===== config.mk =====
export PLATFORM = sky130hd
export DESIGN_NAME = pt_dec_flat
export DESIGN_NICKNAME = d
export VERILOG_FILES = /design/src/rtl/pt_pkg.sv /design/src/rtl/pt_dec_if.sv /design/src/rtl/pt_pulse_meas.sv /design/src/rtl/pt_dec.sv /design/src/flat_wrapper.sv
export SDC_FILE = /design/constraint.sdc
export NUM_CORES = 1
export LEC_CHECK = 0
export CELL_PAD_IN_SITES_DETAIL_PLACEMENT = 0
export CELL_PAD_IN_SITES_GLOBAL_PLACEMENT = 1
export CORE_MARGIN = 2
export CORE_UTILIZATION = 30
export DETAILED_ROUTE_END_ITERATION = 10
export HOLD_SLACK_MARGIN = 0.06
export PLACE_DENSITY = 0.56
export SYNTH_ARGS = -nofsm -noshare
export SYNTH_HDL_FRONTEND = slang
export SYNTH_SLANG_ARGS = --single-unit

===== constraint.sdc =====
create_clock -name clk -period 2.1 [get_ports clk]
set_input_delay 0.21 -clock clk [delete_from_list [all_inputs] [get_ports clk]]
set_output_delay 0.21 -clock clk [all_outputs]
set_load 0.01 [all_outputs]

===== src/rtl/pt_pkg.sv =====
// ---------------------------------------------------------------------------
// pt_pkg
// Shared definitions for the PT2262-style waveform decoder (and the matching
// encoder): pulse timing limits expressed in oscillator periods (alpha),
// frame length, FSM state encoding and a small saturating-counter helper.
// ---------------------------------------------------------------------------
package pt_pkg;

  // Payload pulses per frame (12 tri-state symbols = 24 binary pulses)
  localparam int FRAME_BITS = 24;

  // Pulse timing limits in alpha
  localparam int HI_MIN_A    = 2;   // shorter high is a glitch
  localparam int LONG_MIN_A  = 8;   // high at or above this is a long (bit 1)
  localparam int PULSE_MAX_A = 16;  // longest legal high
  localparam int LO_MIN_A    = 2;   // shortest legal low between pulses
  localparam int LO_MAX_A    = 16;  // longest legal low between pulses
  localparam int SYNC_MIN_A  = 64;  // low at or above this is a sync gap

  // Decoder FSM states
  typedef enum logic [2:0] {
    ST_HUNT  = 3'd0,
    ST_ARMED = 3'd1,
    ST_HIGH  = 3'd2,
    ST_LOW   = 3'd3,
    ST_TAIL  = 3'd4
  } pt_state_e;

  // Increment v, holding at lim once reached
  function automatic logic [2:0] sat_inc3(input logic [2:0] v, input logic [2:0] lim);
    logic [2:0] r;
    if (v >= lim) begin
      r = lim;
    end else begin
      r = v + 3'd1;
    end
    return r;
  endfunction

endpackage


===== src/rtl/pt_dec_if.sv =====
// ---------------------------------------------------------------------------
// pt_dec_if
// Serial PT waveform plus the decoded payload side.
//   in    : raw serial PT waveform
//   data  : last accepted 24-bit payload
//   valid : one-cycle strobe when data updates
//   error : one-cycle strobe on a malformed pulse
//   busy  : high while a frame is being decoded
// master = waveform source / payload consumer, slave = decoder.
// ---------------------------------------------------------------------------
interface pt_dec_if;
  logic        in;
  logic [23:0] data;
  logic        valid;
  logic        error;
  logic        busy;

  modport master (output in, input data, input valid, input error, input busy);
  modport slave  (input in, output data, output valid, output error, output busy);
endinterface


===== src/rtl/pt_pulse_meas.sv =====
// ---------------------------------------------------------------------------
// pt_pulse_meas
// Synchronizes the raw PT line, detects edges and measures how long each
// level is held.
//   clk, reset_n : clock, async active-low reset
//   in           : raw asynchronous line
//   level        : synchronized level that run refers to
//   run          : cycles the current level has been held (saturating)
//   dur          : length of the level that just ended (valid with rise/fall)
//   rise, fall   : one-cycle edge strobes
// ---------------------------------------------------------------------------
module pt_pulse_meas #(
  parameter int SAT_CLKS = 256,
  parameter int CNT_W    = 9
) (
  input  logic             clk,
  input  logic             reset_n,
  input  logic             in,
  output logic             level,
  output logic [CNT_W-1:0] run,
  output logic [CNT_W-1:0] dur,
  output logic             rise,
  output logic             fall
);

  localparam logic [CNT_W-1:0] SAT_C = CNT_W'(SAT_CLKS);

  logic             sync1_r;
  logic             sync2_r;
  logic             level_r;
  logic             rise_r;
  logic             fall_r;
  logic [CNT_W-1:0] cnt_r;
  logic [CNT_W-1:0] dur_r;

  // Synchronizer, edge detect and saturating level-duration counter
  always_ff @(posedge clk or negedge reset_n) begin
    if (!reset_n) begin
      sync1_r <= 1'b0;
      sync2_r <= 1'b0;
      level_r <= 1'b0;
      rise_r  <= 1'b0;
      fall_r  <= 1'b0;
      cnt_r   <= '0;
      dur_r   <= '0;
    end else begin
      sync1_r <= in;
      sync2_r <= sync1_r;
      level_r <= sync2_r;
      rise_r  <= sync2_r & ~level_r;
      fall_r  <= ~sync2_r & level_r;
      // On an edge the finished level length is latched and counting restarts
      if (sync2_r != level_r) begin
        dur_r <= cnt_r;
        cnt_r <= {{(CNT_W-1){1'b0}}, 1'b1};
      end else if (cnt_r != SAT_C) begin
        cnt_r <= cnt_r + {{(CNT_W-1){1'b0}}, 1'b1};
      end else begin
        cnt_r <= cnt_r;
      end
    end
  end

  assign level = level_r;
  assign run   = cnt_r;
  assign dur   = dur_r;
  assign rise  = rise_r;
  assign fall  = fall_r;

endmodule


===== src/rtl/pt_dec.sv =====
// ---------------------------------------------------------------------------
// pt_dec
// PT2262-style waveform decoder. Classifies each high/low on the synchronized
// line, shifts 24 payload pulses (MSB first), checks the closing sync, and
// publishes the payload once REPEATS identical consecutive frames are seen.
//   clk     : fabric clock
//   reset_n : asynchronous active-low reset
//   bus     : pt_dec_if slave (in, data, valid, error, busy)
// ---------------------------------------------------------------------------
module pt_dec
  import pt_pkg::*;
#(
  parameter int CLKS_PER_ALPHA = 4,
  parameter int REPEATS        = 2,
  parameter int SYNC_MIN_ALPHA = SYNC_MIN_A
) (
  input  logic     clk,
  input  logic     reset_n,
  pt_dec_if.slave  bus
);

  localparam int SAT_CLKS = SYNC_MIN_ALPHA * CLKS_PER_ALPHA;
  localparam int CNT_W    = $clog2(SAT_CLKS + 1);

  localparam logic [CNT_W-1:0] HI_MIN_C    = CNT_W'(HI_MIN_A * CLKS_PER_ALPHA);
  localparam logic [CNT_W-1:0] LONG_MIN_C  = CNT_W'(LONG_MIN_A * CLKS_PER_ALPHA);
  localparam logic [CNT_W-1:0] PULSE_MAX_C = CNT_W'(PULSE_MAX_A * CLKS_PER_ALPHA);
  localparam logic [CNT_W-1:0] LO_MIN_C    = CNT_W'(LO_MIN_A * CLKS_PER_ALPHA);
  localparam logic [CNT_W-1:0] LO_MAX_C    = CNT_W'(LO_MAX_A * CLKS_PER_ALPHA);
  localparam logic [CNT_W-1:0] SYNC_C      = CNT_W'(SAT_CLKS);
  localparam logic [4:0]       LAST_BIT_C  = 5'(FRAME_BITS);
  localparam logic [2:0]       REP_C       = 3'(REPEATS);

  logic             level_s;
  logic             rise_s;
  logic             fall_s;
  logic [CNT_W-1:0] run_s;
  logic [CNT_W-1:0] dur_s;

  pt_state_e   state_r;
  pt_state_e   next_s;
  logic        start_s;
  logic        shift_s;
  logic        err_s;
  logic        done_s;
  logic        bit_s;
  logic        same_s;
  logic [2:0]  match_nxt_s;
  logic        strobe_s;

  logic [4:0]  bitcnt_r;
  logic [23:0] shreg_r;
  logic [23:0] cand_r;
  logic        cand_vld_r;
  logic [2:0]  match_r;
  logic [23:0] data_r;
  logic        valid_r;
  logic        error_r;
  logic        busy_r;

  pt_pulse_meas #(
    .SAT_CLKS (SAT_CLKS),
    .CNT_W    (CNT_W)
  ) u_meas (
    .clk     (clk),
    .reset_n (reset_n),
    .in      (bus.in),
    .level   (level_s),
    .run     (run_s),
    .dur     (dur_s),
    .rise    (rise_s),
    .fall    (fall_s)
  );

  // FSM state register
  always_ff @(posedge clk or negedge reset_n) begin
    if (!reset_n) begin
      state_r <= ST_HUNT;
    end else begin
      state_r <= next_s;
    end
  end

  // FSM next-state logic; every return to HUNT from another state is an error
  always_comb begin
    next_s = state_r;
    case (state_r)
      ST_HUNT: begin
        if (!level_s && (run_s >= SYNC_C)) begin
          next_s = ST_ARMED;
        end else begin
          next_s = ST_HUNT;
        end
      end
      ST_ARMED: begin
        if (rise_s) begin
          next_s = ST_HIGH;
        end else begin
          next_s = ST_ARMED;
        end
      end
      ST_HIGH: begin
        if (fall_s) begin
          if ((dur_s < HI_MIN_C) || (dur_s > PULSE_MAX_C)) begin
            next_s = ST_HUNT;
          end else begin
            next_s = ST_LOW;
          end
        end else if (run_s > PULSE_MAX_C) begin
          // Line stuck high: give up without waiting for the falling edge
          next_s = ST_HUNT;
        end else begin
          next_s = ST_HIGH;
        end
      end
      ST_LOW: begin
        if (rise_s) begin
          if ((dur_s < LO_MIN_C) || (dur_s > LO_MAX_C)) begin
            next_s = ST_HUNT;
          end else if (bitcnt_r == LAST_BIT_C) begin
            next_s = ST_TAIL;
          end else begin
            next_s = ST_HIGH;
          end
        end else if (run_s > LO_MAX_C) begin
          next_s = ST_HUNT;
        end else begin
          next_s = ST_LOW;
        end
      end
      ST_TAIL: begin
        // Sync pulse: one short high, then nothing until the gap is long enough
        if (rise_s) begin
          next_s = ST_HUNT;
        end else if (fall_s && (dur_s < HI_MIN_C)) begin
          next_s = ST_HUNT;
        end else if (level_s && (run_s >= LONG_MIN_C)) begin
          next_s = ST_HUNT;
        end else if (!level_s && (run_s >= SYNC_C)) begin
          next_s = ST_ARMED;
        end else begin
          next_s = ST_TAIL;
        end
      end
      default: begin
        next_s = ST_HUNT;
      end
    endcase
  end

  // FSM outputs and repeat-match decision
  always_comb begin
    start_s     = (state_r == ST_ARMED) && (next_s == ST_HIGH);
    shift_s     = (state_r == ST_HIGH) && (next_s == ST_LOW);
    err_s       = (state_r != ST_HUNT) && (next_s == ST_HUNT);
    done_s      = (state_r == ST_TAIL) && (next_s == ST_ARMED);
    bit_s       = (dur_s >= LONG_MIN_C);
    same_s      = cand_vld_r && (shreg_r == cand_r);
    match_nxt_s = same_s ? sat_inc3(match_r, REP_C) : 3'd1;
    // Strobe only on the frame that first brings the count to REPEATS
    strobe_s    = done_s && (match_nxt_s == REP_C) && !(same_s && (match_r == REP_C));
  end

  // Payload shift register, repeat tracking and registered outputs
  always_ff @(posedge clk or negedge reset_n) begin
    if (!reset_n) begin
      bitcnt_r   <= 5'd0;
      shreg_r    <= 24'd0;
      cand_r     <= 24'd0;
      cand_vld_r <= 1'b0;
      match_r    <= 3'd0;
      data_r     <= 24'd0;
      valid_r    <= 1'b0;
      error_r    <= 1'b0;
      busy_r     <= 1'b0;
    end else begin
      valid_r <= strobe_s;
      error_r <= err_s;
      busy_r  <= (next_s == ST_HIGH) || (next_s == ST_LOW) || (next_s == ST_TAIL);

      if (start_s) begin
        bitcnt_r <= 5'd0;
      end else if (shift_s) begin
        bitcnt_r <= bitcnt_r + 5'd1;
        shreg_r  <= {shreg_r[FRAME_BITS-2:0], bit_s};
      end else begin
        bitcnt_r <= bitcnt_r;
      end

      if (err_s) begin
        match_r    <= 3'd0;
        cand_vld_r <= 1'b0;
      end else if (done_s) begin
        match_r    <= match_nxt_s;
        cand_r     <= shreg_r;
        cand_vld_r <= 1'b1;
        if (strobe_s) begin
          data_r <= shreg_r;
        end else begin
          data_r <= data_r;
        end
      end else begin
        match_r <= match_r;
      end
    end
  end

  assign bus.data  = data_r;
  assign bus.valid = valid_r;
  assign bus.error = error_r;
  assign bus.busy  = busy_r;

endmodule

===== src/flat_wrapper.sv =====
// flat-port wrapper written by rule: the top's interface ports become plain ports
module pt_dec_flat import pt_pkg::*;
#(
  parameter int CLKS_PER_ALPHA = 4,
  parameter int REPEATS        = 2,
  parameter int SYNC_MIN_ALPHA = SYNC_MIN_A
)
  (clk, reset_n, bus_in, bus_data, bus_valid, bus_error, bus_busy);
  pt_dec_if bus_i ();
  input  logic clk;
  input  logic reset_n;
  input wire logic [$bits(bus_i.in)-1:0] bus_in;
  output wire logic [$bits(bus_i.data)-1:0] bus_data;
  output wire logic [$bits(bus_i.valid)-1:0] bus_valid;
  output wire logic [$bits(bus_i.error)-1:0] bus_error;
  output wire logic [$bits(bus_i.busy)-1:0] bus_busy;
  assign bus_i.in = bus_in;
  assign bus_data = bus_i.data;
  assign bus_valid = bus_i.valid;
  assign bus_error = bus_i.error;
  assign bus_busy = bus_i.busy;
  pt_dec #(.CLKS_PER_ALPHA(CLKS_PER_ALPHA), .REPEATS(REPEATS), .SYNC_MIN_ALPHA(SYNC_MIN_ALPHA)) u_core (.clk(clk), .reset_n(reset_n), .bus(bus_i));
endmodule

==> impl_metrics.yaml, run 1 <==
logic_synthesis:
  ys_warn_count: 0
  yosys.cell_count.top_type: "dfrtp_1"
  ys_ff_latch: 110
  ys_types: 50
  yosys.area.top_type: "dfrtp_1"
  syn-cell-area_sq_um: 4950
  yosysTopAreaCellShare: 0.556
  syn-mean-instance-area_sq_um: 11.9
  synth_edf_count: 0
  synth_fp_nets: 428
  synth_ff_type: "dfrtp_1"
  synthTopCellsByArea: "dfrtp_1, mux2_2, nand2_1, mux2_4, xnor2_1"
  async_reset_ff_frac: 1.00
  ys_seq_area_frac: 0.556
  netlist_top_cells_count: "dfrtp_1, nand2_1, mux2_2"
  syn-instance-count: 417
timing:
  slew_violations: 0
  layout_worst_path_cycle_share: 0.985
  fin_skew_ps: 7.44
  setup_slack_ps: 31.8
  max_clock_freq_ghz: 0.484
  whs_ps: 288
  maxSlewHeadroom: 0.618
  fin_crit_ps: 2070
  finalHoldViolCount: 0
  worstMarginPinSlew_ps: 573
  grt_setup_unrepaired: "true"
  final-setup-viol-count: 0
die:
  initial_core_util: 0.309
  die_width_um: 132
  die_area_sq_um: 17500
  ios: 30
  num_rows: 46
  die_h_um: 132
  core_sq_um: 16000
cts:
  cts_sinks: 110
  cts_tree: "done"
  cts_made_buffers: 9
  htreeDepth: 3
  clockRootBuffer: "clkbuf_16"
  clkLatencyLatePin_ps: 360
  ctsLongestPathBuffers: 2
  clk_pin_slew_worst_paths_ps: 70
hold_path:
  hold_end: "u_core.u_meas.sync1_r"
  hp-start: "bus_in"
  hold_depth: 1
  hp-class: "input pin to flip-flop"
place:
  post-place-ws_ps: -61.5
  portBuffers: 29
  hpwl_um: 7100
  dp.cells: 685
  gp_congestion: 0.775
  place_area_sq_um: 5750
finish:
  diodes: 0
  syn_to_final_growth_pct: 24.4
  num-nets-final: 494
  num-fill-cells: 1620
  fin_cells: 704
  regArea_sq_um: 2750
  drive_above_1_share: 0.254
  multi_input_area_sq_um: 2140
  final_cell_area_sq_um: 6160
pwr:
  ir_worst_vdd_v: 0.000420
  powerDensity_nw_per_um2: 661
  power.total_mw: 4.07
  p_leak_nw: 2.97
grt:
  grt_use_total: 0.125
  antenna_found_initial: 0
  overflow: 0
  first_global_vias: 3379
  grt_max_degree: 43
  grt_pass1_wl_um: 17300
status:
  status: "finished, final reports clean"
worst_setup_path:
  crit_type: "flip-flop to flip-flop"
  worstPathRequired_ps: 2340
  crit_start: "u_core.state_r[1]"
  rrSetupSlack_ps: 30
  r2r_start: "u_core.state_r[1]"
  r2r-end: "u_core.bus.data[12]"
  crit_arrival_ps: 2300
  start_kind: "flip-flop"
  crit_path_end_kind: "flip-flop"
  path_max_fanout: 14
  reg2reg_depth: 6
run:
  cap_viol_max_count: 0
detailed_routing:
  wl_per_cell_um: 14.3
  wirelength_um: 10100
  drt_iter0_markers: 130
  vias_per_cell: 4.54
  ant_nets: 0
  detailroute.via_count: 3198
  dr.pass1.iters: 4
  drc: 0
[cell type report]
class,instances,share of cell area
flip-flops and latches,110,0.447
multi-input cells,282,0.348
repair buffers,68,0.105
well taps,216,0.0439
clock buffers,11,0.0394
clock inverters,5,0.00955
inverters,12,0.00732
[kinds of logic (layout without fill, tap and decap cells)]
logic type	after synthesis	count (layout)	share of synthesized area
buffers and inverters	25	96	0.0248
adder cells (fa/ha/maj)	8	8	0.0202
AND/OR/NAND/NOR	155	155	0.156
AO/OA/AOI/OAI	32	32	0.0465
multiplexers	56	56	0.142
flip-flops	110	110	0.556
XOR/XNOR	31	31	0.0548
[sequential cells by signal, indices dropped and copies added, names as in the netlist]
name / count
u_core.bus.data: 24
u_core.cand_r: 24
u_core.shreg_r: 24
u_core.u_meas.dur: 9
u_core.u_meas.run: 9
u_core.bitcnt_r: 5
u_core.match_r: 3
u_core.state_r: 3
u_core.bus.busy: 1
u_core.bus.error: 1
u_core.bus.valid: 1
u_core.cand_vld_r: 1
u_core.u_meas.fall: 1
u_core.u_meas.level: 1
u_core.u_meas.rise: 1
u_core.u_meas.sync1_r: 1
u_core.u_meas.sync2_r: 1
[critical path: stages, from the launching register on]
cell	delay (ps)
dfrtp_1	420
nor4b_4	350
o211ai_4	150
nor4_4	380
o211ai_4	160
buf_12	190
mux2_4	300
[layout by cell type (no fill, tap or decap), types with 6 or more instances in the layout]
cell,synthesis,final
dfrtp_1,110,110
nand2_1,91,91
mux2_2,34,34
buf_4,1,32
clkdlybuf4s50_1,0,28
xnor2_1,29,27
mux2_4,20,20
inv_1,12,12
o21ai_0,12,12
nand4_1,11,11
clkbuf_16,0,9
nor2_1,8,8
nand3_1,9,8
ha_1,8,8
nor3_1,6,6
and2_1,6,6
[worst max-delay path by stage]
stage                                to  slack (ps)  depth (start not counted)
floorplan           u_core.bus.data[10]          70                          7
global placement      u_core.match_r[1]         -30                          6
detailed placement    u_core.match_r[1]         -60                          6
CTS                 u_core.bus.data[12]          10                          6
global route        u_core.bus.data[10]         -20                          6
finish              u_core.bus.data[12]          30                          6
[routing by layer]
metal,track usage,wire length (um),part of all wire,vias to the layer above
met4,0.0508,167,0.017,0
li1,-,-,-,1561
met2,0.197,4710,0.47,42
met5,0,0,0,-
met3,0.0307,282,0.028,10
met1,0.166,4920,0.49,1585
[through the flow]
stage,TNS [ps],utilization
floorplan,0,-
global placement,-60.6,0.359
detailed placement,-161,0.359
CTS,0,0.380
global route,-213,0.385
finish,0,0.385
[where the power goes]
group,internal (mW),switching (mW),leakage (nW)
clock,0.958,0.770,0.142
sequential,2.15,0.0239,1.52
combinational,0.0685,0.102,1.31
total,3.18,0.896,2.97
[repair_timing]
| item | CTS | global route |
|---|---|---|
| endpoints found under the hold margin | 38 | 0 |
| gates resized for setup | 4 | 11 |
| cloned | 0 | 0 |
| pin swaps | 1 | 5 |
| buffers inserted | 0 | 2 |
| hold buffers | 1 | 0 |
| setup endpoints to repair | 18 | 53 |
(Power assumes the default switching activity.)
==> run 2, diff against run 1 <==
Settings changed: GPL_TIMING_DRIVEN from default to 0.
==> impl_metrics.yaml, run 2 (same netlist as run 1, synthesis figures left out) <==
status:
  status: "finished, final reports clean"
finish:
  regArea_sq_um: 2760
  final_common_cell: "dfrtp_1"
  diodes: 0
  num-nets-final: 487
  multi_input_area_sq_um: 2190
  drive_above_1_share: 0.247
  num-fill-cells: 1580
  layout_common_cells: "dfrtp_1, nand2_1, mux2_2"
  syn_to_final_growth_pct: 23.5
timing:
  final-setup-viol-count: 0
  fin_skew_ps: 10.3
  setup_slack_ps: 14.8
  fin_crit_ps: 2090
  max_clock_freq_ghz: 0.480
  layout_worst_path_cycle_share: 0.993
  worstMarginPinSlew_ps: 529
  setup_tns_ps: 0
  grt_setup_unrepaired: "true"
  slew_violations: 0
  maxSlewHeadroom: 0.647
  finalHoldViolCount: 0
detailed_routing:
  wl_per_cell_um: 14.4
  detailroute.via_count: 3153
  dr.pass1.iters: 4
  wirelength_um: 10000
  vias_per_cell: 4.52
  drc: 0
  drt_iter0_markers: 176
  ant_nets: 0
run:
  cap_viol_max_count: 0
cts:
  cts_tree: "done"
  cts_made_buffers: 9
  htreeDepth: 3
  ctsLongestPathBuffers: 2
  clk_pin_slew_worst_paths_ps: 70
  clockRootBuffer: "clkbuf_16"
  cts_sinks: 110
  clkLatencyLatePin_ps: 350
place:
  gp_congestion: 0.785
  portBuffers: 29
  hpwl_um: 6770
  post-place-ws_ps: -232
die:
  num_rows: 46
  core_sq_um: 16000
  die_area_sq_um: 17500
  ios: 30
  die_width_um: 132
  initial_core_util: 0.309
  die_h_um: 132
worst_setup_path:
  path_max_fanout: 10
  start_kind: "flip-flop"
  crit_type: "flip-flop to flip-flop"
  crit_arrival_ps: 2320
  worstPathRequired_ps: 2330
  crit_path_end_kind: "flip-flop"
grt:
  grt_max_degree: 90
  grt_use_total: 0.123
  grt_pass1_wl_um: 17000
  antenna_found_initial: 0
  first_global_vias: 3208
  overflow: 0
pwr:
  ir_worst_vdd_v: 0.000380
  powerDensity_nw_per_um2: 641
  p_leak_nw: 2.94
hold_path:
  hp-class: "input pin to async pin"
[run 2: cell count changes in the layout (fill, tap and decap cells not counted), sizes merged]
| cell | previous run | this run |
|---|---|---|
| buf | 39 | 26 |
| bufinv | 1 | 0 |
| clkbuf | 11 | 19 |
| clkinvlp | 2 | 0 |
| inv | 12 | 13 |
[run 2: cell type report]
class                      count  area share
buffer                        13      0.0184
clock buffer                  13      0.0409
clock inverter                 3     0.00307
inverter                      12     0.00736
multi-input combinational    282       0.359
sequential                   110       0.450
tap                          216      0.0442
timing repair buffer          48      0.0767
[run 2: path summary, 6_finish.rpt]
kind,to,start,cells past startpoint,slack (ps)
max reg2reg,u_core.bus.data[4],u_core.state_r[0],7,10
min reg2reg,u_core.u_meas.sync2_r,u_core.u_meas.sync1_r,0,350
min,u_core.shreg_r[9],reset_n,2,280
max,u_core.bus.data[4],u_core.state_r[0],7,10
max in group asynchronous,u_core.u_meas.rise,reset_n,3,1080
min in group clk,u_core.u_meas.sync1_r,bus_in,1,300
[run 2: metrics by stage]
step	hold WS, ps	power (mW)	cell area, sq um	cells	utilization
floorplan	-85.6	2.29	4950	417	-
global placement	340	2.37	5510	662	0.344
detailed placement	81.0	2.37	5540	663	0.346
CTS	275	4.01	5960	686	0.373
global route	269	4.12	6120	697	0.382
finish	284	3.92	6120	697	0.382
[run 2: what timing repair did]
item                                   4_1_cts  5_1_grt
hold buffers                                 1        0
endpoints found under the hold margin       21        0
setup buffers                                6       11
resized for setup                           21       19
pin swaps                                    4        3
setup endpoints to repair                   77       74
[run 2: per-layer routing]
layer	wire length, um	up-vias	GRT usage	share of wire
met3	350	4	0.0375	0.035
li1	-	1542	-	-
met4	67	0	0.0388	0.0067
met1	4890	1559	0.165	0.49
met2	4710	48	0.190	0.47
met5	0	-	0	0
[run 2: report_power, final]
| group | leakage [nW] | switching, mW | internal (mW) | total [mW] |
|---|---|---|---|---|
| combinational | 1.29 | 0.0961 | 0.0599 | 0.156 |
| sequential | 1.52 | 0.0331 | 2.15 | 2.18 |
| clock | 0.134 | 0.741 | 0.840 | 1.58 |
| total | 2.94 | 0.870 | 3.05 | 3.92 |
[run 2: critical path: stages, from the launching register on]
cell and delay, ps:
dfrtp_1 380, buf_6 120, nor4b_4 350, o211ai_4 160, nor4_4 260, o211ai_4 200, buf_12 200, mux2_4 300
==> run 3, diff against run 2 <==
Settings changed: TNS_END_PERCENT from default to 10.
==> impl_metrics.yaml, run 3 (same netlist as run 1, synthesis figures left out) <==
worst_setup_path:
  crit_arrival_ps: 2360
  crit_start: "u_core.u_meas.dur[5]"
  reg2reg_depth: 6
  worstPathRequired_ps: 2330
  start_kind: "flip-flop"
  crit_path_end_kind: "flip-flop"
  r2r_start: "u_core.u_meas.dur[5]"
  r2r-end: "u_core.bus.data[20]"
  path_max_fanout: 10
  crit_type: "flip-flop to flip-flop"
  rrSetupSlack_ps: -30
finish:
  layout_common_cells: "dfrtp_1, nand2_1, mux2_2"
  syn_to_final_growth_pct: 21.5
  final_common_cell: "dfrtp_1"
  diodes: 0
  num-nets-final: 477
  final_core_util: 0.376
  drive_above_1_share: 0.221
cts:
  clkLatencyLatePin_ps: 350
  htreeDepth: 3
  clockRootBuffer: "clkbuf_16"
  cts_sinks: 110
  clk_pin_slew_worst_paths_ps: 70
  ctsLongestPathBuffers: 2
  cts_tree: "done"
  cts_made_buffers: 9
timing:
  setup_slack_ps: -29.1
  worstMarginPinSlew_ps: 516
  grt_setup_unrepaired: "true"
  finalHoldViolCount: 0
  max_clock_freq_ghz: 0.470
  fin_crit_ps: 2130
  layout_worst_path_cycle_share: 1.01
  final-setup-viol-count: 22
  fin_skew_ps: 9.55
  slew_violations: 0
  maxSlewHeadroom: 0.655
die:
  initial_core_util: 0.309
  core_sq_um: 16000
  die_width_um: 132
  num_rows: 46
  ios: 30
  die_h_um: 132
  die_area_sq_um: 17500
grt:
  grt_use_total: 0.122
  antenna_found_initial: 0
  first_global_vias: 3206
  overflow: 0
  grt_max_degree: 90
  grt_pass1_wl_um: 16900
place:
  gp_congestion: 0.785
  portBuffers: 29
  post-place-ws_ps: -232
  hpwl_um: 6770
detailed_routing:
  vias_per_cell: 4.56
  ant_nets: 0
  detailroute.via_count: 3136
  drc: 0
  highest_layer: "met4"
  dr.pass1.iters: 4
  wirelength_um: 9920
  dr_wl_met3_um: 314
  drt_iter0_markers: 164
  wl_met2_um: 4580
  wl_per_cell_um: 14.4
  wl_met1_um: 4870
pwr:
  ir_worst_vdd_v: 0.000384
  p_leak_nw: 2.89
  powerDensity_nw_per_um2: 652
run:
  cap_viol_max_count: 0
status:
  violations: "setup timing"
  status: "complete, but fails checks"
hold_path:
  hp-class: "input pin to async pin"
-- run 3: through the flow --
step | instance area (sq um) | hold WS, ps | instances | power, mW | setup TNS, ps
final | 6010 | 282 | 687 | 3.92 | -473
after global routing | 6010 | 269 | 687 | 4.12 | -2700
after CTS | 5960 | 275 | 684 | 4.01 | -883
after detailed placement | 5540 | 81.0 | 663 | 2.37 | -13700
after global placement | 5510 | 340 | 662 | 2.37 | -409530
after floorplan | 4950 | -85.6 | 417 | 2.29 | 0
-- run 3: area by class of cell --
| class | count | area, sq um |
|---|---|---|
| Buffer | 13 | 113 |
| Clock buffer | 13 | 250 |
| Clock inverter | 3 | 18.8 |
| Fill cell | 1594 | 9990 |
| Inverter | 12 | 45.0 |
| Multi-Input combinational cell | 282 | 2170 |
| Sequential cell | 110 | 2760 |
| Tap cell | 216 | 270 |
| Timing Repair Buffer | 38 | 394 |
-- run 3: worst max-delay path by stage --
stage                                 endpoint  slack (ps)  depth (start not counted)
after floorplan            u_core.bus.data[10]          70                          7
after global placement    u_core.u_meas.run[0]       -3620                          1
after detailed placement     u_core.cand_r[23]        -230                          6
after CTS                  u_core.bus.data[19]         -40                          6
after global routing       u_core.bus.data[20]        -120                          7
final                      u_core.bus.data[20]         -30                          6
-- run 3: per-layer routing --
layer  vias up  global-route usage
li1       1528                   -
met1      1551               0.164
met2        46               0.189
met3        11              0.0375
met4         0              0.0388
met5         -                   0
-- run 3: power by group --
| part | switching [mW] | total, mW | internal [mW] | leakage (nW) |
|---|---|---|---|---|
| clock | 0.748 | 1.59 | 0.840 | 0.134 |
| sequential | 0.0346 | 2.18 | 2.15 | 1.52 |
| combinational | 0.0941 | 0.150 | 0.0562 | 1.24 |
-- run 3: timing repair --
item,in CTS,in global routing
pin swaps,6,3
endpoints found under the hold margin,21,0
setup endpoints to repair,77,75
setup buffers,4,3
hold buffers,1,0
gates resized for setup,24,13
-- run 3: critical path, stage by stage, from the launching register on --
cell      delay, ps
dfrtp_1         410
or4_4           600
o211ai_4        260
nor4_4           80
o211ai_4        150
buf_12          200
mux2_4          300
